--- src/rtl/ddr_port_arbiter.sv ---
// Round-robin N-channel front-end for the drac_ddr3 simple port: one transaction
// in flight, single-cycle srd/swr strobe, and a WAIT watchdog that completes with an error.
module ddr_port_arbiter #(
    parameter int NCH     = 3,
    parameter int AW      = 29,
    parameter int DW      = 256,
    parameter int MW      = 32,
    parameter int TIMEOUT = 1024,
    parameter int CW      = 11
) (
    input  logic              ck,
    input  logic              reset,
    input  logic [NCH-1:0]    ch_req,
    input  logic [NCH-1:0]    ch_wr,
    input  logic [NCH*AW-1:0] ch_addr,
    input  logic [NCH*DW-1:0] ch_wdat,
    input  logic [NCH*MW-1:0] ch_mask,
    output logic [NCH-1:0]    ch_ack,
    output logic              ch_err,
    output logic [DW-1:0]     ch_rdat,
    output logic              busy,
    output logic [2:0]        grant,
    output logic              mem_rd,
    output logic              mem_wr,
    output logic [AW-1:0]     mem_addr,
    output logic [DW-1:0]     mem_wrdat,
    output logic [MW-1:0]     mem_mask,
    input  logic [DW-1:0]     mem_rdat,
    input  logic              mem_rdy
);

    typedef enum logic [1:0] {IDLE, ISSUE, WAIT, DONE} state_t;

    localparam logic [CW-1:0] TO_LAST = CW'((TIMEOUT == 0) ? 0 : TIMEOUT - 1);

    state_t          state_q, state_d;
    logic [2:0]      ptr_q, ptr_d;
    logic [2:0]      grant_q, grant_d;
    logic [CW-1:0]   cnt_q, cnt_d;
    logic            wr_q, wr_d;
    logic            err_q, err_d;
    logic [AW-1:0]   addr_q, addr_d;
    logic [DW-1:0]   wdat_q, wdat_d;
    logic [MW-1:0]   mask_q, mask_d;
    logic [DW-1:0]   rdat_q, rdat_d;

    // Per-channel views padded to 8 entries so a 3-bit grant indexes them exactly.
    logic [7:0]      wr_arr;
    logic [AW-1:0]   addr_arr [8];
    logic [DW-1:0]   wdat_arr [8];
    logic [MW-1:0]   mask_arr [8];

    for (genvar gi = 0; gi < 8; gi++) begin : g_unpack
        if (gi < NCH) begin : g_used
            assign wr_arr[gi]   = ch_wr[gi];
            assign addr_arr[gi] = ch_addr[gi*AW +: AW];
            assign wdat_arr[gi] = ch_wdat[gi*DW +: DW];
            assign mask_arr[gi] = ch_mask[gi*MW +: MW];
        end else begin : g_pad
            assign wr_arr[gi]   = 1'b0;
            assign addr_arr[gi] = '0;
            assign wdat_arr[gi] = '0;
            assign mask_arr[gi] = '0;
        end
    end

    // Rotate requests so bit 0 is the channel at ptr; the lowest set bit wins.
    logic [2*NCH-1:0] req_rot;
    logic [2:0]       pick_off;
    logic [3:0]       pick_sum;
    logic [2:0]       pick_idx;

    assign req_rot = {ch_req, ch_req} >> ptr_q;

    always_comb begin
        pick_off = '0;
        for (int k = NCH - 1; k >= 0; k--) begin
            if (req_rot[k]) begin
                pick_off = 3'(k);
            end
        end
        pick_sum = {1'b0, ptr_q} + {1'b0, pick_off};
        if (pick_sum >= 4'(NCH)) begin
            pick_sum = pick_sum - 4'(NCH);
        end
        pick_idx = pick_sum[2:0];
    end

    always_comb begin
        state_d = state_q;
        ptr_d   = ptr_q;
        grant_d = grant_q;
        cnt_d   = cnt_q;
        wr_d    = wr_q;
        err_d   = err_q;
        addr_d  = addr_q;
        wdat_d  = wdat_q;
        mask_d  = mask_q;
        rdat_d  = rdat_q;
        case (state_q)
            IDLE: begin
                if (|ch_req) begin
                    grant_d = pick_idx;
                    wr_d    = wr_arr[pick_idx];
                    addr_d  = addr_arr[pick_idx];
                    wdat_d  = wdat_arr[pick_idx];
                    mask_d  = mask_arr[pick_idx];
                    state_d = ISSUE;
                end
            end
            ISSUE: begin
                cnt_d   = '0;
                state_d = WAIT;
            end
            WAIT: begin
                // A ready in the same cycle as the timeout still counts as success.
                if (mem_rdy) begin
                    if (!wr_q) begin
                        rdat_d = mem_rdat;
                    end
                    err_d   = 1'b0;
                    state_d = DONE;
                end else if (TIMEOUT != 0 && cnt_q == TO_LAST) begin
                    err_d   = 1'b1;
                    rdat_d  = '0;
                    state_d = DONE;
                end else begin
                    cnt_d = cnt_q + 1'b1;
                end
            end
            DONE: begin
                ptr_d   = (grant_q == 3'(NCH - 1)) ? 3'd0 : grant_q + 3'd1;
                state_d = IDLE;
            end
            default: state_d = IDLE;
        endcase
    end

    always_ff @(posedge ck) begin
        if (reset) begin
            state_q <= IDLE;
            ptr_q   <= '0;
            grant_q <= '0;
            cnt_q   <= '0;
            wr_q    <= 1'b0;
            err_q   <= 1'b0;
            addr_q  <= '0;
            wdat_q  <= '0;
            mask_q  <= '0;
            rdat_q  <= '0;
        end else begin
            state_q <= state_d;
            ptr_q   <= ptr_d;
            grant_q <= grant_d;
            cnt_q   <= cnt_d;
            wr_q    <= wr_d;
            err_q   <= err_d;
            addr_q  <= addr_d;
            wdat_q  <= wdat_d;
            mask_q  <= mask_d;
            rdat_q  <= rdat_d;
        end
    end

    assign mem_rd    = (state_q == ISSUE) && !wr_q;
    assign mem_wr    = (state_q == ISSUE) && wr_q;
    assign mem_addr  = addr_q;
    assign mem_wrdat = wdat_q;
    assign mem_mask  = mask_q;
    assign busy      = (state_q != IDLE);
    assign grant     = grant_q;
    assign ch_ack    = (state_q == DONE) ? (NCH'(1) << grant_q) : '0;
    assign ch_err    = (state_q == DONE) && err_q;
    assign ch_rdat   = rdat_q;

endmodule
--- config.mk ---
export PLATFORM = sky130hd
export DESIGN_NAME = ddr_port_arbiter
export DESIGN_NICKNAME = d
export VERILOG_FILES = /design/src/rtl/ddr_port_arbiter.sv
export SDC_FILE = /design/constraint.sdc
export NUM_CORES = 2
export LEC_CHECK = 0
export CORE_AREA = 2 2 709 711
export CTS_CLUSTER_DIAMETER = 40
export DETAILED_ROUTE_END_ITERATION = 7
export DIE_AREA = 0 0 711 713
export DONT_BUFFER_PORTS = 1
export GPL_TIMING_DRIVEN = 0
export SLEW_MARGIN = 20
export SYNTH_ARGS = -nofsm -noshare
export SYNTH_HDL_FRONTEND = slang
export SYNTH_SLANG_ARGS = --single-unit
--- constraint.sdc ---
create_clock -name ck -period 4.95 [get_ports ck]
set_clock_uncertainty 0.2 [all_clocks]
set_input_delay 0.7425 -clock ck [delete_from_list [all_inputs] [get_ports ck]]
set_output_delay 0.7425 -clock ck [all_outputs]
set_load 0.02 [all_outputs]
== Word-level counts from Yosys, hierarchy flattened ==
Index checks and enable logic that the tools add are counted.

* Register bits after elaboration: 594
* Input port bits: 1,216

* Equality and inequality tests: 10
* Bitwise logic cells: 1
* $add $sub $neg: 4
* Reduce and logical (&&, ||, !) cells: 14
* Muxes and demuxes: 29
* Shifts and indexed selects: 2
* Order comparisons: 3

{| class="wikitable"
|+ Operator list
! kind !! count
|-
| $mux W256 || 5
|-
| $bmux W256 S3 || 1
|-
| $bmux W32 S3 || 1
|-
| $bmux W29 S3 || 1
|-
| $mux W32 || 2
|-
| $mux W29 || 2
|-
| $mux W11 || 2
|-
| $pmux W11 S2 || 1
|-
| $mux W3 || 4
|-
| $add A11 B1 Y11 const B || 1
|-
| $eq A11 B10 Y1 const B || 1
|-
| $mux W2 || 5
|-
| $ne A2 B2 Y1 const B || 4
|-
| $pmux W2 S4 || 1
|-
| $reduce_and A2 Y1 || 3
|-
| $reduce_and A3 Y1 || 2
|-
| $reduce_bool A2 Y1 || 3
|-
| $shr A6 B3 Y3 || 1
|-
| $add A3 B3 Y4 || 1
|-
| $eq A2 B2 Y1 const B || 2
|-
| $ge A4 B2 Y1 const B || 1
|-
| $ge A4 B4 Y1 const B || 1
|-
| $lt A3 B4 Y1 const B || 1
|-
| $not A3 Y4 || 1
|-
| other kinds (12) || 16
|}

== Depth between registers and ports, before layout ==
* Depth after elaboration: 11
* Depth in mapped cells: 20
* Mapped depth without buffers: 15

== Least setup slack after synthesis ==
Ideal clock, no wire load.

* Kind: input to register
* Start point: input port ch_req[1]
* End point: register wdat_q[100], in the netlist mem_wrdat[100]
* Arrival time: 4,367 ps
* Cell stages on the path: 18
* Setup slack: 314 ps
* Path buffers: 5
* Required time: 4,681 ps
* Cells stage by stage: or3_1 a311oi_1 a21o_1 ha_1 inv_1 fa_1 inv_1 clkbuf_1 clkbuf_1 ha_1 nor2_1 a31oi_2 mux2i_1 buf_2 buf_4 buf_2 a21oi_1 o21ai_1

* Word-level cells in the longest chain between the ends: 11
* Elaborated cells on any way between the ends: 14
* Classes of those cells: 2 x add/sub; 1 x order compare; 1 x shift; 7 x mux; 1 x bitwise; 2 x reduce/logical

{| class="wikitable"
|+ RTL lines
! element !! RTL line !! text
|-
| from (decl) || 13 || <nowiki>input logic [NCH-1:0] ch_req,</nowiki>
|-
| $shr A6 B3 Y3 || 73 || <nowiki>assign req_rot = {ch_req, ch_req} >> ptr_q;</nowiki>
|-
| $mux W2 (2 in series) || 78 || <nowiki>if (req_rot[k]) begin</nowiki>
|-
| $mux W3 || 78 ||
|-
| $add A3 B3 Y4 || 82 || <nowiki>pick_sum = {1'b0, ptr_q} + {1'b0, pick_off};</nowiki>
|-
| $ge A4 B2 Y1 or $sub A3 B2 Y3 (tied branches) || 83, 84 ||
|-
| $mux W3 || 83 || <nowiki>if (pick_sum >= 4'(NCH)) begin</nowiki>
|-
| $not A3 Y4 (implied by the code) || 106 || <nowiki>wdat_d = wdat_arr[pick_idx];</nowiki>
|-
| $bmux W256 S3 || 106 ||
|-
| $mux W256 (implied by the code) (2 in series) || 106 ||
|-
| to (signal assigned) || 159 || <nowiki>wdat_q <= wdat_d;</nowiki>
|-
| to (decl) || 43 || <nowiki>logic [DW-1:0] wdat_q, wdat_d;</nowiki>
|}

Parallel ways exist; a longest one is shown, timed or not. The select of a mux whose other input is x is not followed.
A chain may end at the register's enable or synchronous reset.

== Worst setup path in the final report ==
* Start point: register ptr_q[1]
* End point: register wdat_q[126], in the netlist mem_wrdat[126]

* Word-level cells in the longest chain between the ends: 11
* Elaborated cells on any way between the ends: 12
* Classes of those cells: 2 x add/sub; 1 x order compare; 1 x shift; 7 x mux; 1 x bitwise

{| class="wikitable"
|+ RTL lines
! element !! RTL line !! text
|-
| from (decl) || 37 || <nowiki>logic [2:0] ptr_q, ptr_d;</nowiki>
|-
| from (signal assigned) || 153 || <nowiki>ptr_q <= ptr_d;</nowiki>
|-
| $shr A6 B3 Y3 || 73 ||
|-
| $mux W2 (2 in series) || 78 ||
|-
| $mux W3 || 78 ||
|-
| $add A3 B3 Y4 (*) || 82 ||
|-
| $ge A4 B2 Y1 or $sub A3 B2 Y3 (tied branches) || 83, 84 ||
|-
| $mux W3 (*) || 83 ||
|-
| $not A3 Y4 (implied by the code) (*) || 106 ||
|-
| $bmux W256 S3 (*) || 106 ||
|-
| $mux W256 (implied by the code) (*) (2 in series) || 106 ||
|}

Mark *: on every way between the ends. The rest lies on a longest branch, timed or not. The select of a mux whose other input is x is not followed.

==> out/metrics.json <==
{
  "run_status": "complete, no violations",
  "avgRoutedWirePerCell_um": 39.1,
  "whs_path_depth": 4,
  "synth-async-reset-ratio_pct": 0,
  "grt_max_degree": 14,
  "clk_pin_slew_ps": 50,
  "worstPathCellList": "or3_1, a311oi_1, a21o_1, ha_1, inv_1, fa_2, inv_4, clkbuf_16, ha_4, nor3b_4, a31oi_4, buf_12, buf_4, buf_12, clkbuf_2, o32ai_2, a21oi_1, o21ai_1",
  "hold_class": "input pin to flip-flop",
  "post_route_drc_violation_count": 0,
  "launching_element_type_of_the_critical_path": "flip-flop",
  "yosysSeqAreaShare_pct": 39.6,
  "synth-seq-cells": 594,
  "most_instantiated_library_cell_after_synthesis": "sky130_fd_sc_hd__mux2i_1",
  "post_synth_instance_area_um2": 30000,
  "hold-path-endpoint": "mem_wrdat[8]",
  "cpMostUsedCell": "sky130_fd_sc_hd__buf_12",
  "finalWeightedCongestion": 1.09,
  "cp_slowest_cell": "sky130_fd_sc_hd__o32ai_2",
  "fin_crit_ps": 4760,
  "totalNegativeSetupSlack_ps": 0,
  "globalRoute.totalOverflow": 0,
  "finalPower_mw": 40.1,
  "cts_num_sinks": 594,
  "yosys-top-cells-count": "sky130_fd_sc_hd__mux2i_1, sky130_fd_sc_hd__dfxtp_1, sky130_fd_sc_hd__a21oi_1, sky130_fd_sc_hd__nand2_1, sky130_fd_sc_hd__o32ai_1",
  "path_class": "flip-flop to flip-flop",
  "num_io_pins": 1799,
  "total_number_of_placement_rows": 260,
  "synthCells": 3240,
  "grt_antenna_before_repair": 374,
  "fp.dieH_um": 713,
  "syn-num-nets": 4465,
  "clock_path_buffers": 4,
  "r2r-start": "ptr_q[1]",
  "min_period_over_period_pct": 96.2,
  "routed_wirelength_mm": 429,
  "vias_per_cell": 3.24,
  "flow.area_growth_from_synthesis_pct": 73.3,
  "globalRouteTotalUtil_pct": 16.1,
  "firstDrtPassIters": 5,
  "syn_area_per_cell_um2": 9.27,
  "antenna_left": 0,
  "reg2regPathDepth": 18,
  "num-nets-final": 5222,
  "starting_drt_drc_count": 3416,
  "max_freq_ghz": 0.210,
  "synth_cell_types": 44,
  "synth_area_leader_cell": "sky130_fd_sc_hd__dfxtp_1",
  "setup_viol": 0,
  "cts_buffers": 137,
  "r2r_end": "mem_wrdat[126]",
  "num-fill-cells": 57800,
  "grt_setup_unrepaired": "no",
  "synthTopCellsByArea": "sky130_fd_sc_hd__dfxtp_1, sky130_fd_sc_hd__mux2i_1, sky130_fd_sc_hd__o32ai_1, sky130_fd_sc_hd__a22o_1, sky130_fd_sc_hd__a21oi_1",
  "htree_levels": 4,
  "layout_cells_sized_above_1_pct": 16.1,
  "hold_slack_ps": 84.5,
  "numPlacedInstances": 9935,
  "grt_pass1_wl_mm": 504,
  "yosysWarningCount": 0,
  "max-vdd-ir-drop_mv": 0.383,
  "die-width_um": 711,
  "via_count_of_the_first_global_routing_pass": 33100,
  "timing.hold.worst.start": "ch_wdat[264]",
  "worst_max_slew_pin_slew_ps": 1340,
  "timing_hold_violations_final": 0,
  "start_util_pct": 6.01,
  "dp.final_hpwl_mm": 382,
  "cp.required_ps": 5500,
  "clock_insertion_delay_worst_skew_ps": 820,
  "netlist.area_leader.share_pct": 39.6,
  "cp-startpoint": "ptr_q[1]",
  "die_area_um2": 507000,
  "cts_root_buf": "sky130_fd_sc_hd__clkbuf_16",
  "final-max-slew-violation-count": 0,
  "power_leakage_nw": 16.5,
  "total_number_of_vias": 35600,
  "cts_tree": "built",
  "layoutNonFillerInstCount": 11000,
  "numPortBuffers": 0,
  "fp.coreArea_um2": 500000,
  "end_kind": "flip-flop",
  "synth-edff-count": 0,
  "synth_top_flop_cell": "sky130_fd_sc_hd__dfxtp_1",
  "power_per_cell_area_nw_per_um2": 770,
  "critical-path-max-stage-delay_ps": 690,
  "critical_path_arrival_ps": 5320,
  "max_cap_violations": 0,
  "path_max_fanout": 12,
  "timing.slew.headroom_pct": 10.4,
  "timing.reg2reg.setup_slack_ps": 190
}
power by group:
part	switching [mW]	leakage [nW]	internal [mW]	total, mW
logic	11.7	9.37	5.70	17.4
registers	6.41	4.85	6.36	12.8
clock network	3.63	2.32	6.26	9.89
total	21.8	16.5	18.3	40.1
flip-flops by register name, summed over array words and instances, names as in the netlist:
register   cells
ch_rdat      256
mem_wrdat    256
mem_mask      32
mem_addr      29
cnt_q         11
grant          3
ptr_q          3
state_q        2
err_q          1
wr_q           1
cell type report:
type | count | area (µm²) | area share (%)
multi-input combinational | 2291 | 18000 | 34.7
timing repair buffer | 621 | 6450 | 12.4
clock buffer | 159 | 3650 | 7.02
tap | 6681 | 8360 | 16.1
inverter | 11 | 43.8 | 0.0842
sequential | 594 | 11900 | 22.9
antenna | 197 | 493 | 0.948
clock inverter | 87 | 1120 | 2.16
buffer | 341 | 1950 | 3.74
cells by family (layout without fill, tap and decap cells):
group	count (synthesis)	in the layout	share of synthesized area, %
compound gates	1242	1242	28.1
xor+xnor	11	11	0.321
fa+ha+maj	9	9	0.400
buf+inv	355	1219	5.02
flops	594	594	39.6
mux	640	640	21.3
other cells	0	197	0
simple gates	389	389	5.21
worst max path at each step:
stage / to / cells past startpoint
2_1_floorplan: mem_wrdat[100] / 18
3_3_place_gp: mem_wrdat[112] / 18
3_5_place_dp: mem_wrdat[115] / 20
4_1_cts: mem_wrdat[113] / 20
5_1_grt: mem_wrdat[90] / 13
6_report: mem_wrdat[126] / 18
placed cells by master (no fill, tap or decap), drive strengths merged, types with 197 or more instances in the layout:
master       synthesis  final
o21ai              319    319
mux2i              640    640
diode                0    197
dfxtp              594    594
clkbuf             212    370
nand2              324    324
a22o               256    256
dlygate4sd3          0    593
a21oi              327    327
o32ai              318    318
per-layer routing:
metal  up-vias  GRT usage [%]  part of all wire, %
met5         -          0.141                 0.26
met3       913           11.2                   16
li1      14300              -                    -
met1     17400           18.3                   38
met4       150           6.07                  4.5
met2      2861           23.5                   41
worst max-delay path: cells and delay by family (launching register included):
| kind | cells | cell delay [ps] |
|---|---|---|
| compound gates | 6 | 1360 |
| fa+ha+maj | 3 | 920 |
| buf+inv | 7 | 1150 |
| flops | 1 | 360 |
| simple gates | 2 | 620 |
metrics by stage:
stage          area [µm²]  util [%]  setup slack (ps)
2_1_floorplan       30000         -               314
3_3_place_gp        38400      7.68             -5510
3_5_place_dp        38900      7.78             -3160
4_1_cts             51300      10.3              30.9
5_1_grt             51700      10.3             0.739
6_report            52000      10.4               187
repair_timing:
item / CTS / global route
buffers inserted: 12 / 0
pin swaps: 13 / 6
endpoints found under the setup margin: 320 / 183
cloned: 3 / 0
gates resized for setup: 346 / 53
hold endpoints to repair: 576 / 1
hold buffers: 592 / 1
No activity file was read; power rests on OpenSTA's default activity.
